<file path="src/rtl/if_stage.sv">
// Instruction-fetch stage with a single delay slot and a one-entry stall hold buffer.
//
// Owns the PC, drives a synchronous instruction ROM (one-cycle read latency) and
// presents {id_valid, id_addr, id_inst} to decode.
//
// Ports:
//   clk, rst           clock (rising edge), asynchronous active-low reset
//   stall              freeze fetch and the decode-facing outputs
//   flush, flush_pc    controller redirect; kills the in-flight fetch
//   branch_flag/addr   decode redirect; the instruction already fetched still executes
//   rom_en, rom_addr   ROM read request (rom_addr is the pc register)
//   rom_data           ROM word for the address presented on the previous cycle
//   id_valid/addr/inst instruction handed to decode (id_inst is 0 when not valid)

module if_stage #(
    parameter int unsigned        ADDR_W   = 32,
    parameter int unsigned        INST_W   = 32,
    parameter logic [ADDR_W-1:0]  RESET_PC = '0
) (
    input  logic              clk,
    input  logic              rst,
    input  logic              stall,
    input  logic              flush,
    input  logic [ADDR_W-1:0] flush_pc,
    input  logic              branch_flag,
    input  logic [ADDR_W-1:0] branch_addr,
    output logic              rom_en,
    output logic [ADDR_W-1:0] rom_addr,
    input  logic [INST_W-1:0] rom_data,
    output logic              id_valid,
    output logic [ADDR_W-1:0] id_addr,
    output logic [INST_W-1:0] id_inst
);

    localparam int unsigned INST_BYTES = 4;

    logic [ADDR_W-1:0] pc;
    logic [ADDR_W-1:0] fetch_pc_q;
    logic              valid_q;
    logic [INST_W-1:0] hold_q;
    logic              held_q;

    // Fetch state: flush > stall > branch > sequential.
    always_ff @(posedge clk or negedge rst) begin
        if (!rst) begin
            pc         <= RESET_PC;
            fetch_pc_q <= RESET_PC;
            valid_q    <= 1'b0;
            hold_q     <= '0;
            held_q     <= 1'b0;
        end else if (flush) begin
            pc         <= flush_pc;
            fetch_pc_q <= pc;
            valid_q    <= 1'b0;
            held_q     <= 1'b0;
        end else if (stall) begin
            // Capture the word on the first stall cycle only; the ROM output moves
            // on to the pc address afterwards.
            if (!held_q) begin
                hold_q <= rom_data;
                held_q <= 1'b1;
            end
        end else begin
            fetch_pc_q <= pc;
            valid_q    <= 1'b1;
            held_q     <= 1'b0;
            pc         <= branch_flag ? branch_addr : pc + ADDR_W'(INST_BYTES);
        end
    end

    // Decode-facing and ROM-facing outputs.
    always_comb begin
        rom_en   = rst;
        rom_addr = pc;
        id_addr  = fetch_pc_q;
        id_valid = valid_q;
        id_inst  = '0;
        if (valid_q) begin
            id_inst = held_q ? hold_q : rom_data;
        end
    end

endmodule
</file>
<file path="config.mk">
export PLATFORM = sky130hd
export DESIGN_NAME = if_stage
export DESIGN_NICKNAME = d
export VERILOG_FILES = /design/src/rtl/if_stage.sv
export SDC_FILE = /design/constraint.sdc
export NUM_CORES = 1
export LEC_CHECK = 0
export CAP_MARGIN = 20
export CORE_MARGIN = 10
export CORE_UTILIZATION = 30
export DETAILED_ROUTE_END_ITERATION = 8
export SLEW_MARGIN = 25
export SYNTH_ARGS = -nofsm -noshare
export SYNTH_HDL_FRONTEND = slang
export SYNTH_SLANG_ARGS = --single-unit
export TNS_END_PERCENT = 100
</file>
<file path="constraint.sdc">
create_clock -name clk -period 2.5 [get_ports clk]
set_input_delay 0.5 -clock clk [delete_from_list [all_inputs] [get_ports clk]]
set_output_delay 0.5 -clock clk [all_outputs]
set_load 0.05 [all_outputs]
</file>
**Yosys cells after proc, flatten, opt, wreduce, memory -nomap -nowiden**

Cells that the tools add are included.

- $add $sub $neg: 1
- Equality and inequality tests: 1
- Mux-type cells: 11
- Bitwise logic cells: 1
- Reductions and logical operators: 1

Operators by type and width:

| kind | count |
|---|---|
| 32-bit 2-to-1 mux | 7 |
| 32-bit by 3-bit adder with 32-bit output (second input constant) | 1 |
| 1-bit 2-to-1 mux | 4 |
| 2-bit by 1-bit inequality test with 1-bit output (second input constant) | 1 |
| 2-bit AND reduction | 1 |
| 1-bit NOT | 1 |

- Register bits: 98
- Input bits: 101
- Word-level logic and storage cells: 20

**Longest topological paths before layout**

- Word-level depth: 4
- Depth in mapped cells: 8
- Gate-level depth less buffers: 6

**Worst setup path before layout**

OpenSTA, ideal clock, no wires.

- Path kind: register to output
- Start point: register valid_q (netlist: id_valid)
- End point: output port id_inst[10]
- Arrival: 1687 ps
- Path slack: 313 ps
- Cell stages (with the launch flop): 4
- Path buffers: 1
- Cells stage by stage: dfrtp_1 > inv_1 > clkbuf_1 > nor2_1

- Cells in the longest elaborated chain, start to end: 1

RTL lines:

| what | RTL line | source |
|---|---|---|
| start, declared | 39 | `logic valid_q;` |
| start signal, assigned | 48 | `valid_q <= 1'b0;` |
| start signal, assigned | 54 | `valid_q <= 1'b0;` |
| start signal, assigned | 65 | `valid_q <= 1'b1;` |
| 32-bit 2-to-1 mux | 78 | `if (valid_q) begin` |
| end, declared | 32 | `output logic [INST_W-1:0] id_inst` |

Every way passes these cells.

**Worst setup path after layout**

- Start point: register held_q
- End point: output port id_inst[30]

- Cells in the longest elaborated chain, start to end: 2

RTL lines:

| what | RTL line | source |
|---|---|---|
| start, declared | 41 | `logic held_q;` |
| start signal, assigned | 50 | `held_q <= 1'b0;` |
| start signal, assigned | 55 | `held_q <= 1'b0;` |
| start signal, assigned | 61 | `held_q <= 1'b1;` |
| 32-bit 2-to-1 mux | n/a |  |
| 32-bit 2-to-1 mux | 78 |  |

Every way passes these cells.

==> out/qor.csv <==
stage;metric;value;unit
clocking;ctsRootBufferMaster;clkbuf_16;
routing;wire_per_inst;19.0;µm
yosys;yosysTopAreaCellShare;46.9;%
clocking;numClockSinks;98;
critical_path;cp.required;2.00;ns
routing;drt-vias-per-instance;5.05;
yosys;ys.flop_type;dfrtp_1;
pwr;p_clk_share;25.0;%
yosys;synth_cell_types;57;
yosys;syn-cell-area;5230;µm²
pwr;comb_power_share;36.5;%
grt;grt_overflow;0;
timing;min_period;2.27;ns
timing;timing.final.crit_share;90.6;%
grt;grt_pass1_wl;29700;µm
yosys;synth_top_area_cell;dfrtp_1;
pwr;p_leak;3.40;nW
placed_design;io_buffer_count;198;
final_layout;fillers;1627;
worst_hold_path;hold_path.class;in -> async;
timing;fin_hold_ws;0.222;ns
pwr;peakVddDrop;0.345;mV
timing;fin_skew;0.00917;ns
timing;setup_viol;0;
die;dieArea;23100;µm²
final_layout;area_growth;55.3;%
die;die_w;152;µm
timing;fmaxAchievable;0.441;GHz
die;coreArea;17200;µm²
routing;dr.pass1.iters;4;
die;die-height;152;µm
timing;slew_violations;0;
yosys;syn_nets;663;
clocking;cts.clk_slew.worst_paths;0.07;ns
placed_design;globalplace.congestion;0.837;
yosys;synth_area_leaders;dfrtp_1 47%, nand2_1 7.5%, mux2i_1 7.3%;
critical_path;critPathMaxFanout;20;
clocking;clock_latency;0.35;ns
final_layout;fin_cells;988;
pwr;pwr-share-seq;38.4;%
critical_path;worstPathArrival;1.77;ns
yosys;synth_cells;561;
yosys;ys_warn_count;0;
yosys;postSynth.asyncResetShare;100;%
clocking;cts_tree;done;
yosys;synth_edf_count;0;
critical_path;cp_slowest_cell;dfrtp_4;
yosys;avgSynthCellArea;9.33;µm²
critical_path;cp-end-kind;output port;
yosys;yosysMostFrequentCell;nand2_1;
die;start_util;30.5;%
die;fp-row-count;48;
routing;drt-total-wl;18800;µm
grt;grt_pass1_vias;4955;
critical_path;criticalPathCategory;reg -> out;
final_layout;multi_input_area;2570;µm²
clocking;cts-htree-levels;3;
clocking;cts_max_path_buffers;2;
pwr;power.density;651;nW/µm²
final_layout;final_nets;859;
timing;fin_tns_setup;0;ns
pwr;p_int;0.00331;W
clocking;tritoncts.num_buffers;9;
timing;rsz0062_at_grt;false;
routing;drtIter0Drc;333;
final_layout;drive_above_1_share;15.0;%
placed_design;dp_hpwl;14600;µm
grt;antenna_found_initial;1;
placed_design;place_ws;0.190;ns
pwr;power.total;0.00529;W
final_layout;final-seq-area;2460;µm²
yosys;ys_seq_area_share;46.9;%
flow_run;maxCapViolations;0;
grt;grt_util_all_layers;15.9;%
pwr;p_switching;0.00198;W
outcome;status;finished clean;
routing;vias;4987;
critical_path;worst_setup_path_start_kind;flip-flop;
critical_path;crit_family;flip-flops;
critical_path;crit_chain;buf_4 > mux2i_1 > nor2_1 > buf_12;
routing;ant_nets;0;
timing;max-slew-margin-rel;44.7;%
critical_path;slowest_delay;0.65;ns
yosys;ys_ff_latch;98;
critical_path;cp.buffers_inverters;2;
yosys;synth_top_cells_by_count;105 x nand2_1, 98 x dfrtp_1, 43 x nor2_1;
die;io_pins;199;
timing;setup_ws;0.234;ns
routing;route.detailed.drc;0;
pwr;switching_share;37.5;%
timing;tightest_slew;0.829;ns
timing;hold_viol_final;0;
placed_design;dp.cells;971;
clocking;holdBufCountCts;0;
grt;grt_max_degree;63;
## flip-flops by register name (all words and copies together), names as in the netlist
signal and count:
id_valid 1, held_q 1, rom_addr 32, hold_q 32, id_addr 32
## final timing paths
path | from | endpoint | slack (ns) | cells past startpoint
worst max-delay path | held_q$_DFF_PN0_ | id_inst[30] | 0.23 | 4
worst min-delay path | rst | id_addr[13]$_DFFE_PN0N_ | 0.22 | 2
worst max register to register | rom_addr[3]$_DFFE_PN0N_ | rom_addr[22]$_DFFE_PN0N_ | 0.42 | 6
worst min register to register | id_addr[1]$_DFFE_PN0N_ | id_addr[1]$_DFFE_PN0N_ | 0.47 | 2
max in group asynchronous | rst | held_q$_DFF_PN0_ | 1.51 | 2
min in group clk | id_addr[1]$_DFFE_PN0N_ | id_addr[1]$_DFFE_PN0N_ | 0.47 | 2
## through the flow
| stage | cell area [µm²] | util, % |
|---|---|---|
| 4_1_cts | 8120 | 47.3 |
| 2_1_floorplan | 5230 | - |
| 3_5_place_dp | 7850 | 45.7 |
| 5_1_grt | 8130 | 47.3 |
| 6_report | 8130 | 47.3 |
| 3_3_place_gp | 7850 | 45.7 |
## logic make-up after synthesis
kind of cell	share of synthesized area (%)
and+or+nand+nor	19.5
AOI/OAI and AO/OA	14.8
DFF	46.9
muxes	14.2
buffers and inverters	4.14
xor gates and xnor gates	0.335
adders and majority gates	0.239
## final cells by class
class,instances,area share [%]
flip-flops and latches,98,30.2
multi-input cells,412,31.6
clock inverters,5,0.354
diodes,1,0.0308
inverters,13,0.600
clock buffers,11,2.99
repair buffers,223,30.7
well taps,225,3.46
## cells in the final DEF, fill, tap and decap left out, types with 4 or more instances in the layout
cell and count:
o21ai_0 33, nand2_1 104, a21oi_1 24, inv_1 12, mux2_2 24, mux2i_1 38, dfrtp_1 97, clkdlybuf4s50_1 164
buf_4 26, mux2_1 8, clkbuf_16 9, a21o_1 4, nor2_1 42, clkinv_2 4, a22oi_1 4, o22ai_1 8
nor2b_1 13, o31ai_1 11, nand3_1 19, nand2b_1 4, a31oi_1 7, buf_12 33, o21ai_1 6, nand4_1 7
and3_1 5
## power by group through the flow
| stage | clock [W] | sequential [W] | combinational [W] |
|---|---|---|---|
| 3_3_place_gp | 0 | 0.00206 | 0.00193 |
| 3_5_place_dp | 0 | 0.00206 | 0.00195 |
| 4_1_cts | 0.00136 | 0.00204 | 0.00196 |
| 6_report | 0.00133 | 0.00203 | 0.00193 |
| 2_1_floorplan | 0 | 0.00252 | 0.000608 |
| 5_1_grt | 0.00144 | 0.00207 | 0.00205 |
## timing repair
item / 4_1_cts / 5_1_grt
gates resized for setup: 0 / 1
buffers inserted: 0 / 0
setup endpoints to repair: 0 / 6
## routing by layer
metal	routed length [µm]	part of all wire (%)	GRT usage, %	up-vias
li1	-	-	-	2374
met2	8760	47	24.6	183
met4	253	1.3	4.59	0
met3	1180	6.3	4.40	14
met1	8630	46	21.1	2416
met5	0	0	0	-
(Power assumes the default switching activity.)
